<file path="config.mk">
export PLATFORM = sky130hd
export DESIGN_NAME = mips_mc_ctrl
export DESIGN_NICKNAME = d
export VERILOG_FILES = /design/src/rtl/mips_mc_ctrl.sv
export SDC_FILE = /design/constraint.sdc
export NUM_CORES = 1
export LEC_CHECK = 0
export ABC_AREA = 0
export BUFFER_PORTS_ARGS = -buffer_cell sky130_fd_sc_hd__buf_2
export CORE_UTILIZATION = 46
export CTS_CLUSTER_SIZE = 24
export DETAILED_ROUTE_END_ITERATION = 10
export PLACE_DENSITY_LB_ADDON = 0.1
export SLEW_MARGIN = 5
export SYNTH_ARGS = -nofsm -noshare
export SYNTH_HDL_FRONTEND = slang
export SYNTH_SLANG_ARGS = --single-unit
</file>
<file path="constraint.sdc">
create_clock -name clk -period 1.8 [get_ports clk]
set_input_delay 0.09 -clock clk [delete_from_list [all_inputs] [get_ports clk]]
set_output_delay 0.09 -clock clk [all_outputs]
set_load 0.05 [all_outputs]
</file>
<file path="src/rtl/mips_mc_ctrl.sv">
// Multi-cycle MIPS control unit: Moore FSM sequencing fetch, decode and the
// per-class execute/memory/writeback states for lw, sw, R-type, addi, beq and j.
module mips_mc_ctrl (
    input  logic       clk,
    input  logic       rst,
    input  logic [5:0] opcode,
    input  logic [5:0] funct,
    input  logic       zero,
    output logic [3:0] alu_ctrl,
    output logic       alu_src_a,
    output logic [1:0] alu_src_b,
    output logic       ir_we,
    output logic       mem_rd,
    output logic       mem_we,
    output logic       reg_we,
    output logic       reg_dst,
    output logic       mem_to_reg,
    output logic [1:0] pc_src,
    output logic       pc_en,
    output logic       instr_done,
    output logic       illegal
);

    localparam logic [5:0] OpRtype = 6'b000000;
    localparam logic [5:0] OpLw    = 6'b100011;
    localparam logic [5:0] OpSw    = 6'b101011;
    localparam logic [5:0] OpAddi  = 6'b001000;
    localparam logic [5:0] OpBeq   = 6'b000100;
    localparam logic [5:0] OpJ     = 6'b000010;

    localparam logic [3:0] AluNone = 4'b0000;
    localparam logic [3:0] AluAdd  = 4'b0001;
    localparam logic [3:0] AluSub  = 4'b0010;
    localparam logic [3:0] AluAnd  = 4'b0011;
    localparam logic [3:0] AluOr   = 4'b0100;
    localparam logic [3:0] AluNor  = 4'b0101;
    localparam logic [3:0] AluSlt  = 4'b0110;

    typedef enum logic [3:0] {
        StFetch,
        StDecode,
        StMemAddr,
        StMemRd,
        StMemWb,
        StMemWr,
        StRExec,
        StRWb,
        StIExec,
        StIWb,
        StBranch,
        StJump
    } state_e;

    state_e     state_q;
    logic [3:0] r_alu;
    logic       r_legal;
    logic       op_legal;

    always_comb begin
        r_alu   = AluNone;
        r_legal = 1'b1;
        case (funct)
            6'b100000: r_alu = AluAdd;
            6'b100010: r_alu = AluSub;
            6'b100100: r_alu = AluAnd;
            6'b100101: r_alu = AluOr;
            6'b100111: r_alu = AluNor;
            6'b101010: r_alu = AluSlt;
            default:   r_legal = 1'b0;
        endcase
    end

    always_comb begin
        case (opcode)
            OpRtype, OpLw, OpSw, OpAddi, OpBeq, OpJ: op_legal = 1'b1;
            default:                                 op_legal = 1'b0;
        endcase
    end

    always_ff @(posedge clk) begin
        if (rst) begin
            state_q <= StFetch;
        end else begin
            case (state_q)
                StFetch:  state_q <= StDecode;
                StDecode: begin
                    case (opcode)
                        OpRtype:    state_q <= StRExec;
                        OpLw, OpSw: state_q <= StMemAddr;
                        OpAddi:     state_q <= StIExec;
                        OpBeq:      state_q <= StBranch;
                        OpJ:        state_q <= StJump;
                        default:    state_q <= StFetch;
                    endcase
                end
                StMemAddr: state_q <= (opcode == OpLw) ? StMemRd : StMemWr;
                StMemRd:   state_q <= StMemWb;
                StRExec:   state_q <= r_legal ? StRWb : StFetch;
                StIExec:   state_q <= StIWb;
                default:   state_q <= StFetch;
            endcase
        end
    end

    always_comb begin
        alu_ctrl   = AluNone;
        alu_src_a  = 1'b0;
        alu_src_b  = 2'b00;
        ir_we      = 1'b0;
        mem_rd     = 1'b0;
        mem_we     = 1'b0;
        reg_we     = 1'b0;
        reg_dst    = 1'b0;
        mem_to_reg = 1'b0;
        pc_src     = 2'b00;
        pc_en      = 1'b0;
        instr_done = 1'b0;
        illegal    = 1'b0;
        case (state_q)
            StFetch: begin
                mem_rd    = 1'b1;
                ir_we     = 1'b1;
                alu_src_b = 2'b01;
                alu_ctrl  = AluAdd;
                pc_en     = 1'b1;
            end
            StDecode: begin
                // Branch target is precomputed here while the opcode is decoded.
                alu_src_b  = 2'b11;
                alu_ctrl   = AluAdd;
                illegal    = ~op_legal;
                instr_done = ~op_legal;
            end
            StMemAddr, StIExec: begin
                alu_src_a = 1'b1;
                alu_src_b = 2'b10;
                alu_ctrl  = AluAdd;
            end
            StMemRd: mem_rd = 1'b1;
            StMemWb: begin
                reg_we     = 1'b1;
                mem_to_reg = 1'b1;
                instr_done = 1'b1;
            end
            StMemWr: begin
                mem_we     = 1'b1;
                instr_done = 1'b1;
            end
            StRExec: begin
                alu_src_a  = 1'b1;
                alu_ctrl   = r_alu;
                illegal    = ~r_legal;
                instr_done = ~r_legal;
            end
            StRWb: begin
                reg_we     = 1'b1;
                reg_dst    = 1'b1;
                instr_done = 1'b1;
            end
            StIWb: begin
                reg_we     = 1'b1;
                instr_done = 1'b1;
            end
            StBranch: begin
                alu_src_a  = 1'b1;
                alu_ctrl   = AluSub;
                pc_src     = 2'b01;
                pc_en      = zero;
                instr_done = 1'b1;
            end
            StJump: begin
                pc_src     = 2'b10;
                pc_en      = 1'b1;
                instr_done = 1'b1;
            end
            default: ;
        endcase
        // Reset suppresses every side effect of an interrupted instruction.
        if (rst) begin
            ir_we      = 1'b0;
            mem_we     = 1'b0;
            reg_we     = 1'b0;
            pc_en      = 1'b0;
            instr_done = 1'b0;
            illegal    = 1'b0;
        end
    end

endmodule

</file>
# Word-level counts from Yosys, hierarchy flattened
# Cells that the tools add are included.
[totals]
ff_bits = 4
input_bits = 15
out_inout_bits = 18
elab_cells = 63
[op_classes]
eq_ne = 22
muxes = 26
bitwise = 2
n_reduce_logical = 12
[ops]
columns = ["operator", "n"]
rows = [
  ["$eq 6x6->1 const B", 8],
  ["$pmux 4 s6", 1],
  ["$pmux 4 s5", 1],
  ["$pmux 3 s6", 1],
  ["$reduce_or 6->1", 3],
  ["$eq 4x3->1 const B", 4],
  ["$eq 4x4->1 const B", 4],
  ["$mux 1", 15],
  ["$pmux 4 s3", 1],
  ["$eq 4x2->1 const B", 2],
  ["$reduce_or 2->1", 4],
  ["$reduce_or 4->1", 2],
  ["$eq 6x2->1 const B", 1],
  ["$eq 6x3->1 const B", 1],
  ["$eq 6x4->1 const B", 1],
  ["$logic_not 6->1", 1],
  ["$mux 3", 2],
  ["$pmux 2 s3", 1],
  ["$eq 4x1->1 const B", 1],
  ["$logic_not 4->1", 1],
  ["$pmux 1 s2", 2],
  ["$pmux 2 s2", 1],
  ["$pmux 1 s3", 1],
  ["$reduce_or 3->1", 1],
  ["$not 1->1", 2],
]

# Longest topological paths before layout
[depth]
ltp_word = 6
mapped_depth = 6
depth_no_buf = 4

# Worst setup path after synthesis
# No wires, ideal clock.
[synth_path]
path_type = "reg2out"
startpoint = "reg state_q[2]"
endpoint = "out instr_done"
t_arrival_ns = 2.189
required_time_ns = 1.710
setup_slack_ns = -0.479
stages_incl_launch_ff = 5
path_buffers = 0
cell_sequence = "dfxtp_1 -> or2_1 -> or3_1 -> o32ai_2 -> nand2b_1"
[synth_via]
elab_chain_len = 4
elab_cells_between_ends = 11
cone_classes = "eq/ne: 8; mux: 2; reduce/logical: 1"
[synth_lines]
columns = ["element", "line_no", "rtl"]
rows = [
  ["start, declared", "54", "state_e state_q;"],
  ["start signal, assigned", "82", "state_q <= StFetch;"],
  ["start signal, assigned", "85", "StFetch: state_q <= StDecode;"],
  ["start signal, assigned", "88", "OpRtype: state_q <= StRExec;"],
  ["$eq 4x4->1 or $eq 4x3->1 (tied branches)", "119", "case (state_q)"],
  ["$reduce_or 6->1 (no line)", "-", ""],
  ["$pmux 1 s3 (*)", "119", ""],
  ["$mux 1 (*)", "179", "if (rst) begin"],
  ["end, declared", "20", "output logic instr_done,"],
]
# Every way passes the cells marked *; elsewhere a longest branch is shown, timed or not.

# Worst setup path after layout
[layout_path]
startpoint = "reg state_q[3]"
endpoint = "out instr_done"
# Same word-level chain as after synthesis.

==> results_dict.tcl <==
set metrics [dict create \
    period_needed_ns 1.76 \
    setup_viol 0 \
    holdWs_ns 0.182 \
    grt_use_total 0.235 \
    hold_depth 2 \
    place_hpwl_um 1500 \
    htree_num_levels 1 \
    die_w_um 41.4 \
    routedWlPerCell_um 12.7 \
    ys.flop_type "dfxtp_1" \
    power.total_uw 394 \
    dieHeight_um 41.4 \
    hold_class "in -> reg" \
    start_util 0.522 \
    cp_slowest_cell "or3_4" \
    switching_power_uw 159 \
    p_clk_frac 0.272 \
    clockBufferDepth 2 \
    synth.distinct_cells 40 \
    power.density_mw_per_mm2 402 \
    internal_power_uw 235 \
    yosysTopAreaCell "dfxtp_1" \
    avgSynthCellArea_um2 7.28 \
    post-place-cells 147 \
    core_mm2 0.00137 \
    tritoncts "built" \
    area_growth_pct 37.5 \
    yosys-top-cells-count "a21oi_1 (11), nor2_1 (11), nand2b_1 (10)" \
    top_regs "state_q (4)" \
    finalHoldViolCount 0 \
    antenna_found_initial 0 \
    clk_latency_ns 0.23 \
    max_stage_delay_ns 0.34 \
    cp_max_fo 5 \
    n_antenna_cell 0 \
    worstSetupStartpointType "register" \
    post-cts-setup-buffers 0 \
    largest_reg_flops 4 \
    syn_area_um2 713 \
    r2r_cells 5 \
    comb_power_share 0.489 \
    top_register "state_q" \
    synth_edf_count 0 \
    startpoint "state_q[3]" \
    hp-start "rst" \
    grt_start_max_net_pins 13 \
    cap_violations 0 \
    status "complete, no violations" \
    synth_top_cell_area_share 0.112 \
    drcViolationCount 0 \
    syn_nets 113 \
    ys_ff_latch 4 \
    synthTopCellsByArea "dfxtp_1 (11%), nand2b_1 (8.8%), a21oi_1 (7.7%)" \
    critPathCaptureType "output pin" \
    drt_wl_total_um 1900 \
    grt.overflow.total 0 \
    peakVddDrop_uv 311 \
    antenna_left 0 \
    yosysSeqAreaShare 0.112 \
    crit_buf_inv 1 \
    r2r_end "state_q[1]" \
    utilization 0.718 \
    grt_pass1_vias 607 \
    ios 33 \
    vias 847 \
    place_congestion 0.791 \
    die_area_mm2 0.00171 \
    cp.depth 5 \
    layout-drive-gt1-share 0.452 \
    path_clk_slew_ns 0.03 \
    drv_slew 0 \
    io_buffers 31 \
    synth-async-reset-ratio 0 \
    hold_buffers 0 \
    worst_path_dominant_cell_family "simple AND/OR/NAND/NOR gates" \
    endpoint "instr_done" \
    crit_chain "or2_1, or3_4, o32ai_4, nand2b_4, buf_8" \
    pwr-share-seq 0.240 \
    cts_root_buffer "clkbuf_4" \
    period_share 0.975 \
    final_cell_count_no_fill 150 \
    rows 13 \
    yosysWarningCount 0 \
    crit_type "reg -> out" \
    reg2reg_setup_slack_ns 0.49 \
    drtIter0Drc 16 \
    viasPerCell 5.65 \
    dr.pass1.iters 4 \
    leakagePower_uw 0.000399 \
    syn_inst 98 \
    cp.arrival_ns 1.67 \
    rsz0062_at_grt "true" \
    required_ns 1.71 \
    r2r_start "state_q[3]" \
    fin_skew_ns 0.00142 \
    numCtsBuffers 3 \
    cts_sinks 4 \
    grt_pass1_wl_um 2590 \
    fin_nets 152 \
    cts_resized 1 \
    fmax_mhz 570 \
    netSwitchingFraction 0.404 \
]
-- power by group through the flow --
stage	registers [µW]	logic (µW)	clock network, µW
floorplan	94.8	138	0
global placement	95.9	182	0
detailed placement	95.7	185	0
CTS	94.4	186	113
global route	94.8	208	121
finish	94.5	193	107
-- per-layer routing --
metal | global-route usage | share of wire | up-vias
met1 | 0.301 | 0.47 | 387
met4 | 0.0968 | 0.0063 | 0
li1 | - | - | 435
met5 | 0 | 0 | -
met3 | 0.0319 | 0.044 | 2
met2 | 0.391 | 0.48 | 23
-- final cells by class --
cell class | instances | area [µm²]
multi-input combinational | 84 | 602
tap | 15 | 18.8
sequential | 4 | 81.3
fill | 125 | 385
timing repair buffer | 41 | 245
inverter | 3 | 11.3
clock buffer | 3 | 22.5
-- per-stage QoR --
stage	TNS [ns]	worst slack, ns	instance area [µm²]
5_1_grt	-0.0355	-0.0223	981
2_1_floorplan	-0.498	-0.277	749
6_report	0	0.0449	981
4_1_cts	0	0.00151	955
3_3_place_gp	0	0.214	930
3_5_place_dp	0	0.197	930
-- layout by cell type, fill, tap and decap left out, types with 2 or more instances in the layout --
cell      instances
a21oi_1          10
buf_2            28
buf_4            10
clkbuf_4          5
dfxtp_1           3
inv_1             3
nand2_1           5
nand2b_1          9
nand3_1           2
nor2_1            9
nor2_2            2
nor3_1            4
nor3_2            2
nor4_1            2
o21ai_0           7
or2_1             3
xnor2_1           2
-- worst register-to-register path, delay by kind of cell, from the launching register on --
kind,cells,cell delay (ns)
AOI/OAI and AO/OA,3,0.52
and+or+nand+nor,1,0.24
DFF,1,0.33
buffers and inverters,1,0.15
-- worst min-delay path by stage --
stage            endpoint
2_1_floorplan  state_q[0]
3_3_place_gp   state_q[3]
3_5_place_dp   state_q[3]
4_1_cts        state_q[3]
5_1_grt        state_q[3]
6_report       state_q[3]
-- logic make-up (layout without fill, tap and decap cells) --
family	after synthesis	after routing	synth area share
buf+inv	10	47	0.112
mux	2	2	0.0298
flops	4	4	0.112
other cells	1	1	0.00526
simple gates	47	47	0.354
xor+xnor	3	3	0.0368
compound gates	31	31	0.349
(Power assumes the default switching activity.)
